<file path="src/rtl/alu_pkg.sv">
// Shared opcode encodings, FSM state type and default widths for the ALU
// command responder and its iterative multiplier.
package alu_pkg;

    localparam int WIDTH_DEFAULT = 4;
    localparam int OPW_DEFAULT   = 3;

    localparam logic [2:0] OP_ADD = 3'b000;
    localparam logic [2:0] OP_SUB = 3'b001;
    localparam logic [2:0] OP_AND = 3'b010;
    localparam logic [2:0] OP_OR  = 3'b011;
    localparam logic [2:0] OP_XOR = 3'b100;
    localparam logic [2:0] OP_NOT = 3'b101;
    localparam logic [2:0] OP_SHL = 3'b110;
    localparam logic [2:0] OP_MUL = 3'b111;

    typedef enum logic [1:0] {
        IDLE,
        EXEC,
        MUL,
        RESP
    } state_t;

endpackage

</file>
<file path="src/rtl/alu_cmd_responder_if.sv">
// Command and response handshake bundle between an ALU command initiator
// (master) and the responder (slave).
interface alu_cmd_responder_if
    import alu_pkg::*;
#(
    parameter int WIDTH = WIDTH_DEFAULT,
    parameter int OPW   = OPW_DEFAULT
);

    logic             cmd_valid;
    logic             cmd_ready;
    logic [WIDTH-1:0] cmd_a;
    logic [WIDTH-1:0] cmd_b;
    logic [OPW-1:0]   cmd_op;
    logic             rsp_valid;
    logic             rsp_ready;
    logic [WIDTH-1:0] rsp_result;
    logic             rsp_carry;
    logic             rsp_zero;
    logic             busy;

    modport master (
        output cmd_valid, cmd_a, cmd_b, cmd_op, rsp_ready,
        input  cmd_ready, rsp_valid, rsp_result, rsp_carry, rsp_zero, busy
    );

    modport slave (
        input  cmd_valid, cmd_a, cmd_b, cmd_op, rsp_ready,
        output cmd_ready, rsp_valid, rsp_result, rsp_carry, rsp_zero, busy
    );

endinterface

</file>
<file path="src/rtl/alu_seq_mul.sv">
// Iterative shift-add multiplier: one partial product per cycle, WIDTH steps.
// done and product are presented combinationally during the final step cycle.
module alu_seq_mul
    import alu_pkg::*;
#(
    parameter int WIDTH = WIDTH_DEFAULT
) (
    input  logic               clk,
    input  logic               rst_n,
    input  logic               start,
    input  logic [WIDTH-1:0]   a,
    input  logic [WIDTH-1:0]   b,
    output logic               done,
    output logic [2*WIDTH-1:0] product
);

    localparam int            CW   = $clog2(WIDTH) + 1;
    localparam logic [CW-1:0] LAST = CW'(WIDTH - 1);

    logic               running;
    logic [CW-1:0]      count;
    logic [2*WIDTH-1:0] mcand;
    logic [2*WIDTH-1:0] acc;
    logic [2*WIDTH-1:0] acc_next;
    logic [WIDTH-1:0]   mplier;

    assign acc_next = acc + (mplier[0] ? mcand : '0);
    // product is only meaningful while done is high
    assign done     = running && (count == LAST);
    assign product  = acc_next;

    always_ff @(posedge clk or negedge rst_n) begin
        if (!rst_n) begin
            running <= 1'b0;
            count   <= '0;
            mcand   <= '0;
            acc     <= '0;
            mplier  <= '0;
        end else if (start) begin
            running <= 1'b1;
            count   <= '0;
            acc     <= '0;
            mcand   <= {{WIDTH{1'b0}}, a};
            mplier  <= b;
        end else if (running) begin
            acc    <= acc_next;
            mcand  <= mcand << 1;
            mplier <= mplier >> 1;
            count  <= count + 1'b1;
            if (done) begin
                running <= 1'b0;
            end
        end
    end

endmodule

</file>
<file path="src/rtl/alu_cmd_responder.sv">
// ALU command responder: accepts one {a, b, op} command at a time, computes
// the result (iteratively for multiply) and returns result plus flags.
module alu_cmd_responder
    import alu_pkg::*;
#(
    parameter int WIDTH = WIDTH_DEFAULT,
    parameter int OPW   = OPW_DEFAULT
) (
    input  logic                clk,
    input  logic                rst_n,
    alu_cmd_responder_if.slave  bus
);

    state_t             state;
    logic [WIDTH-1:0]   a_q;
    logic [WIDTH-1:0]   b_q;
    logic [OPW-1:0]     op_q;
    logic               mul_start;
    logic               mul_done;
    logic [2*WIDTH-1:0] mul_product;
    logic [WIDTH:0]     alu_out;
    logic [WIDTH:0]     mul_out;

    // Single-cycle ops; returns {carry, result}.
    function automatic logic [WIDTH:0] alu_eval(
        input logic [WIDTH-1:0] a,
        input logic [WIDTH-1:0] b,
        input logic [OPW-1:0]   op
    );
        logic [WIDTH:0] r;
        r = '0;
        case (op)
            OPW'(OP_ADD): r = {1'b0, a} + {1'b0, b};
            OPW'(OP_SUB): r = {a < b, a - b};
            OPW'(OP_AND): r = {1'b0, a & b};
            OPW'(OP_OR):  r = {1'b0, a | b};
            OPW'(OP_XOR): r = {1'b0, a ^ b};
            OPW'(OP_NOT): r = {1'b0, ~a};
            OPW'(OP_SHL): begin
                if (32'(b) < WIDTH) begin
                    r = {1'b0, a << b};
                end
            end
            default:      r = '0;
        endcase
        return r;
    endfunction

    // Multiply overflow: any bit set in the upper half of the full product.
    function automatic logic [WIDTH:0] mul_fold(input logic [2*WIDTH-1:0] p);
        return {|p[2*WIDTH-1:WIDTH], p[WIDTH-1:0]};
    endfunction

    assign alu_out   = alu_eval(a_q, b_q, op_q);
    assign mul_out   = mul_fold(mul_product);
    assign mul_start = (state == EXEC) && (op_q == OPW'(OP_MUL));

    alu_seq_mul #(.WIDTH(WIDTH)) u_mul (
        .clk     (clk),
        .rst_n   (rst_n),
        .start   (mul_start),
        .a       (a_q),
        .b       (b_q),
        .done    (mul_done),
        .product (mul_product)
    );

    always_ff @(posedge clk or negedge rst_n) begin
        if (!rst_n) begin
            state          <= IDLE;
            a_q            <= '0;
            b_q            <= '0;
            op_q           <= '0;
            bus.cmd_ready  <= 1'b0;
            bus.rsp_valid  <= 1'b0;
            bus.rsp_result <= '0;
            bus.rsp_carry  <= 1'b0;
            bus.rsp_zero   <= 1'b0;
            bus.busy       <= 1'b0;
        end else begin
            case (state)
                IDLE: begin
                    if (bus.cmd_valid && bus.cmd_ready) begin
                        a_q           <= bus.cmd_a;
                        b_q           <= bus.cmd_b;
                        op_q          <= bus.cmd_op;
                        bus.cmd_ready <= 1'b0;
                        bus.busy      <= 1'b1;
                        state         <= EXEC;
                    end else begin
                        bus.cmd_ready <= 1'b1;
                    end
                end
                EXEC: begin
                    if (op_q == OPW'(OP_MUL)) begin
                        state <= MUL;
                    end else begin
                        bus.rsp_result <= alu_out[WIDTH-1:0];
                        bus.rsp_carry  <= alu_out[WIDTH];
                        bus.rsp_zero   <= (alu_out[WIDTH-1:0] == '0);
                        bus.rsp_valid  <= 1'b1;
                        state          <= RESP;
                    end
                end
                MUL: begin
                    if (mul_done) begin
                        bus.rsp_result <= mul_out[WIDTH-1:0];
                        bus.rsp_carry  <= mul_out[WIDTH];
                        bus.rsp_zero   <= (mul_out[WIDTH-1:0] == '0);
                        bus.rsp_valid  <= 1'b1;
                        state          <= RESP;
                    end
                end
                RESP: begin
                    if (bus.rsp_ready) begin
                        bus.rsp_valid <= 1'b0;
                        bus.busy      <= 1'b0;
                        bus.cmd_ready <= 1'b1;
                        state         <= IDLE;
                    end
                end
                default: state <= IDLE;
            endcase
        end
    end

endmodule

</file>
<file path="src/flat_wrapper.sv">
// flat-port wrapper written by rule: the top's interface ports become plain ports
module alu_cmd_responder_flat import alu_pkg::*;
#(
    parameter int WIDTH = WIDTH_DEFAULT,
    parameter int OPW   = OPW_DEFAULT
)
  (clk, rst_n, bus_cmd_valid, bus_cmd_a, bus_cmd_b, bus_cmd_op, bus_rsp_ready, bus_cmd_ready, bus_rsp_valid, bus_rsp_result, bus_rsp_carry, bus_rsp_zero, bus_busy);
  alu_cmd_responder_if #(.WIDTH(WIDTH), .OPW(OPW)) bus_i ();
  input  logic clk;
  input  logic rst_n;
  input wire logic [$bits(bus_i.cmd_valid)-1:0] bus_cmd_valid;
  input wire logic [$bits(bus_i.cmd_a)-1:0] bus_cmd_a;
  input wire logic [$bits(bus_i.cmd_b)-1:0] bus_cmd_b;
  input wire logic [$bits(bus_i.cmd_op)-1:0] bus_cmd_op;
  input wire logic [$bits(bus_i.rsp_ready)-1:0] bus_rsp_ready;
  output wire logic [$bits(bus_i.cmd_ready)-1:0] bus_cmd_ready;
  output wire logic [$bits(bus_i.rsp_valid)-1:0] bus_rsp_valid;
  output wire logic [$bits(bus_i.rsp_result)-1:0] bus_rsp_result;
  output wire logic [$bits(bus_i.rsp_carry)-1:0] bus_rsp_carry;
  output wire logic [$bits(bus_i.rsp_zero)-1:0] bus_rsp_zero;
  output wire logic [$bits(bus_i.busy)-1:0] bus_busy;
  assign bus_i.cmd_valid = bus_cmd_valid;
  assign bus_i.cmd_a = bus_cmd_a;
  assign bus_i.cmd_b = bus_cmd_b;
  assign bus_i.cmd_op = bus_cmd_op;
  assign bus_i.rsp_ready = bus_rsp_ready;
  assign bus_cmd_ready = bus_i.cmd_ready;
  assign bus_rsp_valid = bus_i.rsp_valid;
  assign bus_rsp_result = bus_i.rsp_result;
  assign bus_rsp_carry = bus_i.rsp_carry;
  assign bus_rsp_zero = bus_i.rsp_zero;
  assign bus_busy = bus_i.busy;
  alu_cmd_responder #(.WIDTH(WIDTH), .OPW(OPW)) u_core (.clk(clk), .rst_n(rst_n), .bus(bus_i));
endmodule
</file>
<file path="config.mk">
export PLATFORM = sky130hd
export DESIGN_NAME = alu_cmd_responder_flat
export DESIGN_NICKNAME = d
export VERILOG_FILES = /design/src/rtl/alu_pkg.sv /design/src/rtl/alu_cmd_responder_if.sv /design/src/rtl/alu_seq_mul.sv /design/src/rtl/alu_cmd_responder.sv /design/src/flat_wrapper.sv
export SDC_FILE = /design/constraint.sdc
export NUM_CORES = 1
export LEC_CHECK = 0
export CAP_MARGIN = 30
export CORE_UTILIZATION = 40
export CTS_CLUSTER_SIZE = 25
export DETAILED_ROUTE_END_ITERATION = 7
export PLACE_DENSITY = 0.56
export SLEW_MARGIN = 20
export SYNTH_ARGS = -nofsm -noshare
export SYNTH_HDL_FRONTEND = slang
export SYNTH_SLANG_ARGS = --single-unit
</file>
<file path="constraint.sdc">
create_clock -name clk -period 4 [get_ports clk]
set_input_delay 0.8 -clock clk [delete_from_list [all_inputs] [get_ports clk]]
set_output_delay 0.8 -clock clk [all_outputs]
set_load 0.01 [all_outputs]
</file>
Word-level counts from Yosys, hierarchy flattened
Cells that the tools add are included.
{ "word_totals": {"word_cells": 96, "ff_bits": 46, "output_inout_bits": 9} }
{ "op_classes": {"n_lt_le_gt_ge": 2, "n_addsub": 4, "n_mux": 37, "bitwise_logic": 4, "reduce_logical": 18, "n_eq_ne": 15, "shift": 1} }
{ "ops": {"columns": ["operator", "count"], "rows": [
  ["$mux W8", 5],
  ["$pmux W5 S7", 1],
  ["$mux W4", 5],
  ["$mux W1", 14],
  ["$eq A3 B3 Y1 const B", 4],
  ["$eq A3 B2 Y1 const B", 3],
  ["$reduce_and A3 Y1", 3],
  ["$add A8 B8 Y8", 1],
  ["$logic_not A4 Y1", 2],
  ["$pmux W1 S2", 4],
  ["$pmux W2 S4", 1],
  ["$pmux W4 S2", 1],
  ["$mux W2", 3],
  ["$mux W3", 2],
  ["$reduce_bool A2 Y1", 3],
  ["$add A4 B4 Y5", 1],
  ["$and A4 B4 Y4", 1],
  ["$eq A2 B2 Y1 const B", 2],
  ["$lt A4 B3 Y1 const B", 1],
  ["$lt A4 B4 Y1", 1],
  ["$ne A2 B1 Y1 const B", 2],
  ["$ne A2 B2 Y1 const B", 2],
  ["$not A4 Y4", 1],
  ["$or A4 B4 Y4", 1],
  ["14 further kinds", 17]
]} }

Longest topological paths before layout
Gate-level depths: netlist (run 1).
{ "logic_depth": {"word_depth": 6, "ltp_mapped": 10} }

Modules after synthesis
A second synthesis (run 1) with hierarchy kept.
{ "hier_totals": {"cells_unflattened": 319, "hier_area_um2": 3100.5} }
{ "by_module_without_submodules": {"columns": ["module", "instances", "seq_area_each_um2", "area_each_um2", "cells_per_inst"], "rows": [
  ["alu_cmd_responder", 1, 550.5, 1715.4, 179],
  ["alu_seq_mul", 1, 600.6, 1385.1, 140]
]} }

Least setup slack after synthesis (run 1)
No wires, ideal clock.
{ "synth_path": {"path_type": "flip-flop to flip-flop", "from": "register u_core.a_q[0]", "to": "register u_core.bus.rsp_result[1]", "arrival_ns": 2.009, "n_path_buf": 0, "slack_ns": 1.915, "path_stages_with_launch": 10, "synth_period_minus_slack_ns": 2.085, "cell_sequence": "dfrtp_1 ha_1 inv_1 fa_1 nor2b_1 a211o_2 a21oi_1 a211oi_1 mux2_2 o21ai_1"} }
{ "synth_via": {"elab_chain_cells": 5, "word_cells_on_any_way": 7} }
{ "synth_rtl": {"columns": ["item", "line", "rtl"], "rows": [
  ["from (decl)", "alu_cmd_responder.sv:15", "logic [WIDTH-1:0] a_q;"],
  ["from (signal assigned)", "alu_cmd_responder.sv:84", "a_q <= bus.cmd_a;"],
  ["$shl A4 B4 Y4", "alu_cmd_responder.sv:41", "r = {1'b0, a << b};"],
  ["$mux W4", "alu_cmd_responder.sv:40", "if (32'(b) < WIDTH) begin"],
  ["$pmux W5 S7 (*)", "alu_cmd_responder.sv:32", "case (op)"],
  ["$mux W4 (*)", "alu_cmd_responder.sv:95", "if (op_q == OPW'(OP_MUL)) begin"],
  ["$pmux W4 S2 (*)", "alu_cmd_responder.sv:81", "case (state)"],
  ["to (signal assigned)", "alu_cmd_responder.sv:98", "bus.rsp_result <= alu_out[WIDTH-1:0];"],
  ["to (signal assigned)", "alu_cmd_responder.sv:107", "bus.rsp_result <= mul_out[WIDTH-1:0];"],
  ["to (decl)", "alu_cmd_responder_if.sv:29", "output cmd_ready, rsp_valid, rsp_result, rsp_carry, rsp_zero, busy"]
]} }
Mark *: on every way between the ends. The rest lies on a longest branch, timed or not. The select of a mux whose other input is x is not followed.
A chain may end at the register's enable or synchronous reset.

Final worst setup path (run 1)
{ "layout_path": {"from": "register u_core.b_q[0]", "to": "register u_core.bus.rsp_result[1]"} }
{ "layout_via": {"elab_chain_cells": 5, "word_cells_on_any_way": 8} }
{ "layout_rtl": {"columns": ["item", "line", "rtl"], "rows": [
  ["from (decl)", "alu_cmd_responder.sv:16", "logic [WIDTH-1:0] b_q;"],
  ["from (signal assigned)", "alu_cmd_responder.sv:85", "b_q <= bus.cmd_b;"],
  ["$lt A4 B3 Y1 / $shl A4 B4 Y4 (equally long branches)", "alu_cmd_responder.sv:40, alu_cmd_responder.sv:41", null],
  ["$mux W4", "alu_cmd_responder.sv:40", null],
  ["$pmux W5 S7 (*)", "alu_cmd_responder.sv:32", null],
  ["$mux W4 (*)", "alu_cmd_responder.sv:95", null],
  ["$pmux W4 S2 (*)", "alu_cmd_responder.sv:81", null]
]} }
Marks and branches as above.

==> results list, run 1 <==
* Run status: finished clean
* Number of buffers inserted by post-CTS setup repair: 0
* Synth Net Count: 353
- The floorplan step defined a die boundary enclosing 7920 sq um.
* Count of pins over their slew limit: 0
- For this block, the initial DRC count from the detailed router was 161.
- Post-route setup slack: 1.66 ns
* Fraction of registers with async set or reset after synthesis: 1.00
- Biggest fanout along the worst timing path: 10
- Wire length on met2: between 2000 and 3000 um
- From left edge to right edge, the die measures 89.0 um.
* Number of diodes added for antenna fixing: 0
- Counting tap cells, the placed design contains a total of 421 instances.
- Nets@finish: 372
* DRC violation count after routing: 0
- Total of flip-flops plus latches after synthesis: 46
- In this run the top signal layer used is met4.
* Clock sinks: 46
- Detailed placement ended at an HPWL of ~4800 um.
* Commonest cells post-synth: 46 x sky130_fd_sc_hd__dfrtp_1, 30 x sky130_fd_sc_hd__nor2_1, 26 x sky130_fd_sc_hd__inv_1
* Count of mapped cells out of synthesis: between 300 and 400
* H-Tree Level Count: 2
- Overall overflow remaining after global route: 0
* Kind of launch point of the worst setup path: flip-flop
* Vias per cell: 5.21
* Post-detailed-placement cell area: between 3000 and 4000 sq um
- Proportion of layout cells with a drive suffix above 1: 0.0970
- The first global-routing pass estimated roughly 11000 um of wire.
- Among all cell types in the netlist, the one instantiated most often is sky130_fd_sc_hd__dfrtp_1.
* Min Tclk post-route: 2.34 ns
- Global placement routability congestion: 0.857
- Post-CTS repair changed the size of 0 cells.
- Pin count of the biggest net entering global routing: 31
* Kind of end point of the critical path: flip-flop
- The detail route stage leaves a number of antenna-violating nets equal to 0.
- At the pin with the least slew margin, the transition time is 0.730 ns.
- Across the run, the number of max-cap violations was 0.
- The finished cells cover 3440 sq um.
* Maximum clock frequency: 0.427 GHz
- Number of top-level design ports: 24
- Top flip-flop cell by instance count after synthesis: sky130_fd_sc_hd__dfrtp_1
* Setup TNS: 0 ns
- Hold violation total from the final report: 0
- Cell Rows: 31
* Via count of the first global-routing pass: around 2200
- In this run the mean area of a mapped cell was 9.77 sq um.
* FF/Latch Area: 1150 sq um
* Met3 wirelength from detailed routing: 181 um
* Worst slew margin: 0.513
- Setup clock skew after layout: approximately 0.0092 ns
- Number of flops mapped to enable cells by yosys: 0
* Main area contributors after synthesis: sky130_fd_sc_hd__dfrtp_1 38%, sky130_fd_sc_hd__ha_1 10%, sky130_fd_sc_hd__mux2i_1 7.6%
- In this run the cell area of the synthesized design comes to between 3000 and 4000 sq um.
* Hold buffer count at cts: 0
* Reported leakage power: ~1.6 nW
- Post-detailed-route wirelength per cell: 15.1 um
- Final standard cell count with taps included and fillers excluded: 429
* Setup repair after global routing missed its margin: false
* Top cell type by total area after synthesis: sky130_fd_sc_hd__dfrtp_1
- Cell chosen for the clock root: sky130_fd_sc_hd__clkbuf_8
- The area growth from synthesis to layout is 13.7%.
- On the critical path, the stage with the largest delay is an instance of sky130_fd_sc_hd__dfrtp_1.
* Worst setup timing slack at the placement stage: 1.68 ns
- For this block, wires on met1 add up to 3290 um.
* Classification of the worst-slack hold path: flip-flop to flip-flop
- Floorplan Core Area: 7290 sq um
* Number of clock buffers inserted by TritonCTS: 5
- Wirelength, routed: ~6500 um
* Required time worst endpoint: 4.23 ns
- For this design the ratio of total power to cell area is 853 nW/um^2.
- Setup violations remaining at the end of the flow were counted as 0.
- At the worst endpoint, the arrival time is 2.58 ns.
- In the final layout, the multi-input gates occupy 1690 sq um.
- Buffers placed on the I/O ports in this run total 23.
- In the global route stage, overall resource usage came out at 0.188.
* Drt first pass iters: 4
- In this run, distinct cell masters in the synthesized netlist total 49.
- Fill cells: 732
- For this run, the slowest stage of the critical path takes 0.53 ns.
- Yosys printed 0 warnings.
- The number of antenna violations at the first check in global routing came to 0.
- The die is 89.0 um tall.
* Start-to-end type of the worst setup path: flip-flop to flip-flop
- TritonCTS clock tree: yes
- Traced cell by cell, the critical path runs through ha_1 -> inv_1 -> fa_1 -> nor2b_1 -> a211o_2 -> a21oi_1 -> a211oi_1 -> mux2_2 -> o21ai_1.
- The detailed router placed ~2200 vias in this run.
* Worst-Skew Late Latency: 0.30 ns
* Share of the synthesized area in the top cell type: 0.380
- The initial utilization of the core area, before any placement, comes to 0.415.
- The clock passes through at most 2 buffers.
- Clock transition at path regs: about 0.090 ns
- Fin crit share: 0.586
- VDD sags by at most 0.394 mV.
* Part of the Yosys area used for sequential elements: 0.380
==> worst max-delay path: cells and delay by family, from the launching register on <==
| family | cells | cell delay (ns) |
|---|---|---|
| multiplexers | 1 | 0.28 |
| AO/OA/AOI/OAI | 4 | 0.61 |
| AND/OR/NAND/NOR | 1 | 0.13 |
| buffers and inverters | 1 | 0.06 |
| flip-flops | 1 | 0.53 |
| adder cells (fa/ha/maj) | 2 | 0.65 |
==> layout make-up <==
class	instances	share of cell area
tap	99	0.0360
multi-input combinational	225	0.490
timing repair buffer	25	0.0697
clock buffer	6	0.0240
inverter	26	0.0283
clock inverter	2	0.0174
sequential	46	0.334
==> path summary, 6_finish.rpt <==
path / startpoint / to / slack, ns / cells past startpoint
hold / removal: u_core.bus.rsp_result[1]$_DFFE_PN0P_ / u_core.bus.rsp_result[1]$_DFFE_PN0P_ / 0.51 / 2
setup / recovery: u_core.b_q[0]$_DFFE_PN0P_ / u_core.bus.rsp_result[1]$_DFFE_PN0P_ / 1.66 / 9
max in group asynchronous: rst_n / u_core.u_mul.count[0]$_DFFE_PN0P_ / 2.76 / 2
hold reg to reg: u_core.bus.rsp_result[1]$_DFFE_PN0P_ / u_core.bus.rsp_result[1]$_DFFE_PN0P_ / 0.51 / 2
min in group asynchronous: rst_n / u_core.u_mul.acc[1]$_DFFE_PN0P_ / 0.53 / 1
setup reg to reg: u_core.b_q[0]$_DFFE_PN0P_ / u_core.bus.rsp_result[1]$_DFFE_PN0P_ / 1.66 / 9
==> layout by cell type (no fill, tap or decap), types with 14 or more instances in the layout <==
master,netlist,final
sky130_fd_sc_hd__a21oi_1,21,21
sky130_fd_sc_hd__clkdlybuf4s50_1,0,22
sky130_fd_sc_hd__dfrtp_1,46,46
sky130_fd_sc_hd__ha_1,25,25
sky130_fd_sc_hd__inv_1,26,26
sky130_fd_sc_hd__mux2_2,14,14
sky130_fd_sc_hd__mux2i_1,23,23
sky130_fd_sc_hd__nand2_1,17,17
sky130_fd_sc_hd__nor2_1,30,30
sky130_fd_sc_hd__o21ai_0,19,19
==> state kept, by name, indices dropped and copies added, names as in the netlist <==
signal                 cells
u_core.bus.rsp_zero        1
u_core.bus.rsp_valid       1
u_core.bus.busy            1
u_core.u_mul.acc           8
u_core.state               2
u_core.bus.cmd_ready       1
u_core.u_mul.mplier        4
u_core.bus.rsp_carry       1
u_core.b_q                 4
u_core.u_mul.running       1
u_core.op_q                3
u_core.u_mul.mcand         8
u_core.bus.rsp_result      4
u_core.a_q                 4
u_core.u_mul.count         3
==> where the power goes <==
part / switching [mW] / internal, mW / total (mW)
Clock: 0.173 / 0.267 / 0.440
Sequential: 0.272 / 0.679 / 0.951
Combinational: 0.808 / 0.739 / 1.55
Total: 1.25 / 1.68 / 2.94
==> routing by layer <==
layer,vias to the layer above,track usage
li1,1121,-
met1,1075,0.269
met2,33,0.297
met3,7,0.0305
met4,0,0.0476
met5,-,0
==> cells by family after synthesis <==
| logic type | count (synthesis) | share of synthesized area |
|---|---|---|
| AO/OA/AOI/OAI | 76 | 0.161 |
| AND/OR/NAND/NOR | 76 | 0.122 |
| flip-flops | 46 | 0.380 |
| buffers and inverters | 39 | 0.0624 |
| multiplexers | 37 | 0.128 |
| adder cells (fa/ha/maj) | 28 | 0.123 |
| XOR/XNOR | 8 | 0.0231 |
==> per-stage QoR <==
stage | hold slack (ns) | power (mW) | utilization
after floorplan | 0.469 | 2.13 | -
after global placement | 0.487 | 2.48 | 0.453
after detailed placement | 0.499 | 2.51 | 0.453
after CTS | 0.521 | 2.96 | 0.472
after global routing | 0.550 | 3.22 | 0.472
final | 0.512 | 2.94 | 0.472
(Power assumes the default switching activity.)
==> inputs of run 2 (changes only) <==
--- a/config.mk
+++ b/config.mk
@@ -9,7 +9,7 @@
 export CORE_UTILIZATION = 40
 export CTS_CLUSTER_SIZE = 25
 export DETAILED_ROUTE_END_ITERATION = 7
-export PLACE_DENSITY = 0.56
+export PLACE_DENSITY = 0.59
 export SLEW_MARGIN = 20
 export SYNTH_ARGS = -nofsm -noshare
 export SYNTH_HDL_FRONTEND = slang
==> constraint.sdc (replaced) <==
create_clock -name clk -period 1.9 [get_ports clk]
set_input_delay 0.38 -clock clk [delete_from_list [all_inputs] [get_ports clk]]
set_output_delay 0.38 -clock clk [all_outputs]
set_load 0.01 [all_outputs]
==> results list, run 2 (synthesized netlist as in run 1, its figures left out) <==
* Run status: finished with violations (was finished clean)
- Failing checks: setup timing
* Number of top-level design ports: 24 (unchanged)
* Proportion of layout cells with a drive suffix above 1: 0.352 (was 0.0970)
* Worst setup timing slack at the placement stage: -0.295 ns (was 1.68 ns)
* Registers with the most flip-flops: u_core.u_mul.acc: 8 flops, u_core.u_mul.mcand: 8 flops (unchanged)
* Clock sinks: 46 (unchanged)
- The number of nets still failing antenna checks after routing was 0 (unchanged).
- The cell row count was 31 (unchanged).
- Initial antenna violation count: 0 (unchanged)
* Overall Power: 7.45 mW (was 2.94 mW)
* Floorplan Core Area: 7290 sq um (unchanged)
- The data arrival time at the worst-slack endpoint came to 2.33 ns (was 2.58 ns).
- The worst clock skew was 0.00604 ns (was 0.00921 ns).
- The clock slew seen by the registers of the worst setup and hold paths is 0.09 ns (about the same).
* End-of-flow core utilization: 0.561 (was 0.472)
* First-pass GRT wire length: 11600 um (was 11400 um)
- The half-perimeter wire length of the detailed placement result was 5010 um (was 4820 um).
* Cell internal pwr: 4.33 mW (was 1.68 mW)
* Worst Setup SP: u_core.a_q[0]$_DFFE_PN0P_ (was u_core.b_q[0]$_DFFE_PN0P_)
- The number of maximum-capacitance violations was 0 (unchanged).
- The area of combinational cells with multiple inputs is 1970 sq um (was 1690 sq um).
- P&R area growth vs syn: 35.2% (was 13.7%)
- The final net count was 420 (was 372).
- The starting density of the core was 0.415 (unchanged).
- The global-route total usage across every layer came to 0.192 (was 0.188).
- Via count of the first global-routing pass: 2423 (was 2229)
- The share of total power consumed by net switching is 0.419 (was 0.427).
- Start-to-end type of the worst setup path: flip-flop to flip-flop (unchanged)
- The transition at the pin with the smallest max-transition slack came to 0.476 ns (was 0.730 ns).
* Number of diodes added for antenna fixing: 0 (unchanged)
- The max-slew violation count is 0 (unchanged).
- Worst-case hold slack: 0.0281 ns (was 0.512 ns)
- Hold buffer count at cts: 0 (unchanged)
* Comb pwr share: 0.649 (was 0.527)
- The placer congestion estimate was 0.841 (was 0.857).
* Biggest fanout along the worst timing path: 4 (was 10)
* Post-route setup slack: -0.231 ns (was 1.66 ns)
- The switching power came to 3.12 mW (was 1.25 mW).
- Hold violation total from the final report: 0 (unchanged)
- Maximum root-to-sink buffer count: 2 (unchanged)
- The final setup violation count came to 8 (was 0).
* Setup repair after global routing missed its margin: true (was false)
- Reported leakage power: 1.85 nW (was 1.59 nW)
- H-Tree Level Count: 2 (unchanged)
- The startpoint of the worst register-to-register path is u_core.a_q[0]$_DFFE_PN0P_ (was u_core.b_q[0]$_DFFE_PN0P_).
* Pin count of the biggest net entering global routing: 47 (was 31)
- The wire length reported by the detailed router came to 7080 um (was 6490 um).
- The clock tree from TritonCTS is yes (unchanged).
* Fin crit share: 1.12 (was 0.586)
- The total congestion overflow was 0 (unchanged).
- The detailed-route wire length per cell is 14.9 um (was 15.1 um).
- Starting DRC count in detailed routing: 118 (was 161)
* Worst slew margin: 0.683 (was 0.513)
- The area of the die was 7920 sq um (unchanged).
- The startpoint type of the worst setup path is a flip-flop (unchanged).
* Chip width: 89.0 um (unchanged)
- Peak supply drop: 0.650 mV (was 0.394 mV)
* Number of clock buffers inserted by TritonCTS: 5 (unchanged)
* Worst-Skew Late Latency: 0.30 ns (about the same)
- IO buf count: 23 (unchanged)
* Maximum clock frequency: 0.469 GHz (was 0.427 GHz)
- The total power divided by cell area was 1820 nW/um^2 (was 853 nW/um^2).
* FF/Latch Area: 1150 sq um (about the same)
- The final critical path time including I/O delays and setup came to 2.13 ns (was 2.34 ns).
* Commonest cells after routing, fill and taps aside: 45 x sky130_fd_sc_hd__dfrtp_1, 44 x sky130_fd_sc_hd__buf_4, 30 x sky130_fd_sc_hd__nor2_1 (was 46 x sky130_fd_sc_hd__dfrtp_1, 30 x sky130_fd_sc_hd__nor2_1, 26 x sky130_fd_sc_hd__inv_1)
- Vias per cell: 5.17 (was 5.21)
* Most frequent standard cell in the layout excluding fill and tap cells: sky130_fd_sc_hd__dfrtp_1 (unchanged)
- The path category of the worst min-delay check was input port to asynchronous set/reset pin (was flip-flop to flip-flop).
- Clock share of power: 0.102 (was 0.150)
- The kind of end point of the critical path is a flip-flop (unchanged).
* Total via count in the routed design: 2465 (was 2236)
* Required time worst endpoint: 2.10 ns (was 4.23 ns)
- Cell chosen for the clock root: sky130_fd_sc_hd__clkbuf_8 (unchanged)
- Fill cells: 655 (was 732)
- Proportion of power drawn by flip-flops and latches: 0.249 (was 0.324)
* Floorplan die height: 89.0 um (unchanged)
- The first-pass detailed-route iteration total was 4 (unchanged).
- DRC violation count after routing: 0 (unchanged)
==> run 2: cell types whose count changed in the layout (fill, tap and decap cells not counted), moves of 4 or more <==
cell	previous run	this run
sky130_fd_sc_hd__inv_1	26	19
sky130_fd_sc_hd__ha_4	0	8
sky130_fd_sc_hd__buf_6	0	5
sky130_fd_sc_hd__buf_4	2	44
sky130_fd_sc_hd__a21oi_1	21	16
sky130_fd_sc_hd__and2_1	7	2
sky130_fd_sc_hd__inv_2	0	6
sky130_fd_sc_hd__and2_4	0	5
sky130_fd_sc_hd__o21ai_2	0	5
sky130_fd_sc_hd__o21ai_0	19	15
sky130_fd_sc_hd__ha_1	25	15
sky130_fd_sc_hd__a21oi_2	0	4
==> run 2: path summary, 6_finish.rpt <==
kind / cells past startpoint / end / slack [ns]
min in group clk: 2 / u_core.bus.rsp_result[1]$_DFFE_PN0P_ / 0.50
max in group asynchronous: 2 / u_core.b_q[0]$_DFFE_PN0P_ / 1.61
setup / recovery: 9 / u_core.bus.rsp_result[2]$_DFFE_PN0P_ / -0.23
hold reg to reg: 2 / u_core.bus.rsp_result[1]$_DFFE_PN0P_ / 0.50
setup reg to reg: 9 / u_core.bus.rsp_result[2]$_DFFE_PN0P_ / -0.23
hold / removal: 2 / u_core.u_mul.acc[3]$_DFFE_PN0P_ / 0.03
==> run 2: per-stage QoR <==
stage                     setup TNS [ns]  instance area, sq um  std cells
after global placement            -0.714                  3640        461
after detailed placement           -1.11                  3640        461
final                              -1.28                  4090        477
after floorplan                   -0.375                  3060        310
after global routing               -1.89                  4090        477
after CTS                         -0.925                  3880        471
==> run 2: layout make-up <==
type / count / share of cell area
clock inverter: 3 / 0.0107
timing repair buffer: 73 / 0.154
tap: 99 / 0.0303
multi-input combinational: 225 / 0.482
sequential: 46 / 0.281
inverter: 26 / 0.0244
clock buffer: 5 / 0.0168
==> run 2: worst max-delay path, stage by stage, from the launching register on <==
cell and delay (ns):
sky130_fd_sc_hd__dfrtp_1 0.43, sky130_fd_sc_hd__inv_2 0.09, sky130_fd_sc_hd__ha_4 0.13, sky130_fd_sc_hd__inv_2 0.04, sky130_fd_sc_hd__fa_2 0.36, sky130_fd_sc_hd__mux2i_1 0.20, sky130_fd_sc_hd__xor2_1 0.11, sky130_fd_sc_hd__a211oi_2 0.29
sky130_fd_sc_hd__mux2i_1 0.11, sky130_fd_sc_hd__mux2_4 0.27
==> run 2: metal layers <==
layer,up-vias,wire (um),global-route usage
met1,1200,3390,0.264
met4,0,87,0.0491
met3,9,190,0.0295
met5,-,0,0
li1,1212,-,-
met2,44,3420,0.317
==> run 2: timing repair <==
action                     CTS  global route
buffers inserted             2             6
pin swaps                   16            24
hold endpoints to repair     0             0
setup endpoints to repair   10            10
gates resized for setup     21            41
==> run 2: power groups by stage <==
stage                     clock network, mW  registers (mW)  logic (mW)
final                                 0.761            1.85        4.84
after detailed placement                  0            1.83        4.09
after floorplan                           0            1.78        2.79
after global routing                  0.822            1.92        5.32
after global placement                    0            1.82        4.02
after CTS                             0.785            1.82        4.33
==> inputs of run 3 (changes only) <==
--- a/config.mk
+++ b/config.mk
@@ -6,6 +6,7 @@
 export NUM_CORES = 1
 export LEC_CHECK = 0
 export CAP_MARGIN = 30
+export CORE_MARGIN = 2
 export CORE_UTILIZATION = 40
 export CTS_CLUSTER_SIZE = 25
 export DETAILED_ROUTE_END_ITERATION = 7
==> constraint.sdc (replaced) <==
create_clock -name clk -period 1.9 [get_ports clk]
set_input_delay 0.38 -clock clk [delete_from_list [all_inputs] [get_ports clk]]
set_output_delay 0.38 -clock clk [all_outputs]
set_load 0.1 [all_outputs]
==> results list, run 3 (synthesized netlist as in run 1, its figures left out) <==
- The starting density of the core was 0.415 (unchanged).
- The number of buffers created by CTS came to 5 (unchanged).
- The total power divided by cell area came to 1980 nW/um^2 (was 1820 nW/um^2).
* Start-to-end type of the worst setup path: flip-flop to flip-flop (unchanged)
- DRC violation count after routing: 0 (unchanged)
- Worst reg2reg endpoint: u_core.u_mul.acc[6]$_DFFE_PN0P_ (was u_core.bus.rsp_result[2]$_DFFE_PN0P_)
- Total via count in the routed design: 2482 (was 2465)
- The clock slew seen by the registers of the worst setup and hold paths is 0.09 ns (about the same).
- The most frequent standard cell in the layout excluding fill and tap cells was sky130_fd_sc_hd__buf_4 (was sky130_fd_sc_hd__dfrtp_1).
- The number of antenna violations at the first check in global routing was 0 (unchanged).
- The layout filler cell count was 660 (was 655).
* Switching Fraction: 0.446 (was 0.419)
* DP Wirelength: 5020 um (was 5010 um)
* Required time worst endpoint: 2.13 ns (was 2.10 ns)
- The cts-stage hold buffer count is 0 (unchanged).
- Fin crit share: 1.11 (was 1.12)
* Clock sinks: 46 (unchanged)
- The number of port buffers came to 23 (unchanged).
- Peak supply drop: 0.945 mV (was 0.650 mV)
- The data arrival time at the worst-slack endpoint is 2.35 ns (was 2.33 ns).
* FF/Latch Area: 1150 sq um (about the same)
- End-of-flow core utilization: 0.564 (was 0.561)
- The die width is 91.0 um (was 89.0 um).
- The end of the critical path is u_core.u_mul.acc[6]$_DFFE_PN0P_ (was u_core.bus.rsp_result[2]$_DFFE_PN0P_).
* Kind of end point of the critical path: flip-flop (unchanged)
- The area of combinational cells with multiple inputs is 1930 sq um (was 1970 sq um).
* Hold violation total from the final report: 0 (unchanged)
* Register-to-Register Setup Slack: -0.21 ns (was -0.23 ns)
- The maximum fanout along the worst path is 4 (unchanged).
- H-Tree Level Count: 2 (unchanged)
- Proportion of layout cells with a drive suffix above 1: 0.355 (was 0.352)
* RR Startpoint: u_core.u_mul.mplier[0]$_DFFE_PN0P_ (was u_core.a_q[0]$_DFFE_PN0P_)
- The buffer levels on the longest clock path came to 2 (unchanged).
- The final net count is 422 (was 420).
- Setup repair after global routing missed its margin: true (unchanged)
- The transition at the pin with the smallest max-transition slack was 0.652 ns (was 0.476 ns).
* Cell chosen for the clock root: sky130_fd_sc_hd__clkbuf_8 (unchanged)
- The path category of the worst min-delay check is input port to asynchronous set/reset pin (unchanged).
- TritonCTS clock tree: yes (unchanged)
* Worst-case hold slack: 0.147 ns (was 0.0281 ns)
- Kind of launch point of the worst setup path: flip-flop (unchanged)
- Commonest cells after routing, fill and taps aside: 52 x sky130_fd_sc_hd__buf_4, 46 x sky130_fd_sc_hd__dfrtp_1, 29 x sky130_fd_sc_hd__nor2_1 (was 45 x sky130_fd_sc_hd__dfrtp_1, 44 x sky130_fd_sc_hd__buf_4, 30 x sky130_fd_sc_hd__nor2_1)
* Starting DRC count in detailed routing: 154 (was 118)
* Number of cell instances on the worst register-to-register path: 9 (unchanged)
- Number of diodes added for antenna fixing: 0 (unchanged)
* Worst-Skew Late Latency: 0.31 ns (was 0.30 ns)
- The per-cell via count in the routed design was 5.18 (was 5.17).
- The max-slew violation count was 0 (unchanged).
* Cell internal pwr: 4.51 mW (was 4.33 mW)
* Post-detailed-route wirelength per cell: 14.9 um (about the same)
- The highest attainable clock frequency is 0.473 GHz (was 0.469 GHz).
- Clock share of power: 0.113 (was 0.102)
- Pin count of the biggest net entering global routing: 47 (unchanged)
- Worst Setup SP: u_core.u_mul.mplier[0]$_DFFE_PN0P_ (was u_core.a_q[0]$_DFFE_PN0P_)
- The area of the die came to 8280 sq um (was 7920 sq um).
- The leakage power of the design was 1.89 nW (was 1.85 nW).
- Total of endpoints with negative setup slack in the final report: 8 (unchanged)
* Worst slew margin: 0.564 (was 0.683)
- Floorplan Core Area: 7290 sq um (unchanged)
- Setup TNS: -1.10 ns (was -1.28 ns)
- The power share of the sequential group is 0.226 (was 0.249).
- Via count of the first global-routing pass: 2424 (was 2423)
* Setup clock skew after layout: 0.00927 ns (was 0.00604 ns)
- The switching power is 3.64 mW (was 3.12 mW).
* Run status: finished with violations (unchanged)
- Post-route setup slack: -0.214 ns (was -0.231 ns)
- The final critical path time including I/O delays and setup came to 2.11 ns (was 2.13 ns).
- Overall overflow remaining after global route: 0 (unchanged)
- Total routing resource utilization after global routing: 0.177 (was 0.192)
- Floorplan die height: 91.0 um (was 89.0 um)
- The number of top-level pins is 24 (unchanged).
- P&R area growth vs syn: 35.8% (was 35.2%)
* Global placement routability congestion: 0.832 (was 0.841)
- The first-pass detailed-route iteration total is 4 (unchanged).
* Cell Rows: 31 (unchanged)
- Wirelength, routed: 7150 um (was 7080 um)
* Registers with the most flip-flops: u_core.u_mul.acc: 8 flops, u_core.u_mul.mcand: 8 flops (unchanged)
* First-pass GRT wire length: 12000 um (was 11600 um)
- Failing checks: setup timing (unchanged).
* MaxCap Viol Count: 0 (unchanged)
- The combinational group share of total power came to 0.661 (was 0.649).
- The number of nets still failing antenna checks after routing was 0 (unchanged).
run 3: cell count changes in the layout (fill, tap and decap cells not counted), moves of 2 or more:
cell,delta
sky130_fd_sc_hd__clkdlybuf4s50_1,-9
sky130_fd_sc_hd__buf_4,+8
sky130_fd_sc_hd__a31oi_2,-2
sky130_fd_sc_hd__a31oi_1,+2
sky130_fd_sc_hd__o21ai_2,-3
sky130_fd_sc_hd__o21ai_1,+2
sky130_fd_sc_hd__buf_12,+4
run 3: worst min path at each step:
stage | slack, ns | startpoint | endpoint
final | 0.15 | rst_n | u_core.state[1]$_DFFE_PN0P_
after floorplan | 0.08 | rst_n | u_core.a_q[0]$_DFFE_PN0P_
after detailed placement | 0.49 | u_core.u_mul.mplier[3]$_DFFE_PN0P_ | u_core.u_mul.mplier[3]$_DFFE_PN0P_
after global routing | 0.19 | rst_n | u_core.bus.cmd_ready$_DFFE_PN0P_
after CTS | 0.18 | rst_n | u_core.bus.cmd_ready$_DFFE_PN0P_
after global placement | 0.49 | u_core.u_mul.mplier[3]$_DFFE_PN0P_ | u_core.u_mul.mplier[3]$_DFFE_PN0P_
run 3: layer usage:
metal | routed length [um] | up-vias | global-route usage
met5 | 0 | - | 0
met4 | 90 | 0 | 0.0417
met3 | 234 | 7 | 0.0282
met2 | 3410 | 42 | 0.291
met1 | 3420 | 1213 | 0.246
li1 | - | 1220 | -
run 3: power by group through the flow:
stage / Combinational [mW] / Clock (mW) / Sequential [mW]
floorplan: 2.79 / 0 / 2.33
global placement: 4.68 / 0 / 1.82
detailed placement: 4.75 / 0 / 1.84
CTS: 5.08 / 0.945 / 1.82
global route: 5.86 / 0.988 / 1.91
finish: 5.39 / 0.920 / 1.84
run 3: cell type report:
class,count,share of cell area
clock buffers,6,0.0201
well taps,99,0.0301
inverters,26,0.0237
multi-input cells,225,0.469
repair buffers,75,0.163
flip-flops and latches,46,0.280
clock inverters,2,0.0146
run 3: worst max-delay path: stages, from the launching register on:
cell	delay [ns]
sky130_fd_sc_hd__dfrtp_1	0.43
sky130_fd_sc_hd__buf_4	0.15
sky130_fd_sc_hd__and2_4	0.15
sky130_fd_sc_hd__ha_4	0.21
sky130_fd_sc_hd__nor2b_2	0.16
sky130_fd_sc_hd__o31a_1	0.27
sky130_fd_sc_hd__o21a_2	0.25
sky130_fd_sc_hd__o21ai_4	0.16
sky130_fd_sc_hd__o311ai_2	0.12
sky130_fd_sc_hd__a21oi_1	0.15
run 3: stage by stage:
| stage | setup WS, ns | std cells | total power [mW] | cell area, sq um |
|---|---|---|---|---|
| detailed placement | -0.283 | 459 | 6.59 | 3660 |
| finish | -0.214 | 479 | 8.15 | 4110 |
| floorplan | -0.155 | 310 | 5.12 | 3060 |
| global placement | -0.193 | 459 | 6.50 | 3660 |
| global route | -0.290 | 479 | 8.75 | 4110 |
| CTS | -0.183 | 476 | 7.84 | 3950 |
run 3: timing repair:
action / in CTS / in global routing
resized for setup: 19 / 32
pin swaps: 11 / 15
setup endpoints to repair: 9 / 11
buffers inserted: 9 / 4
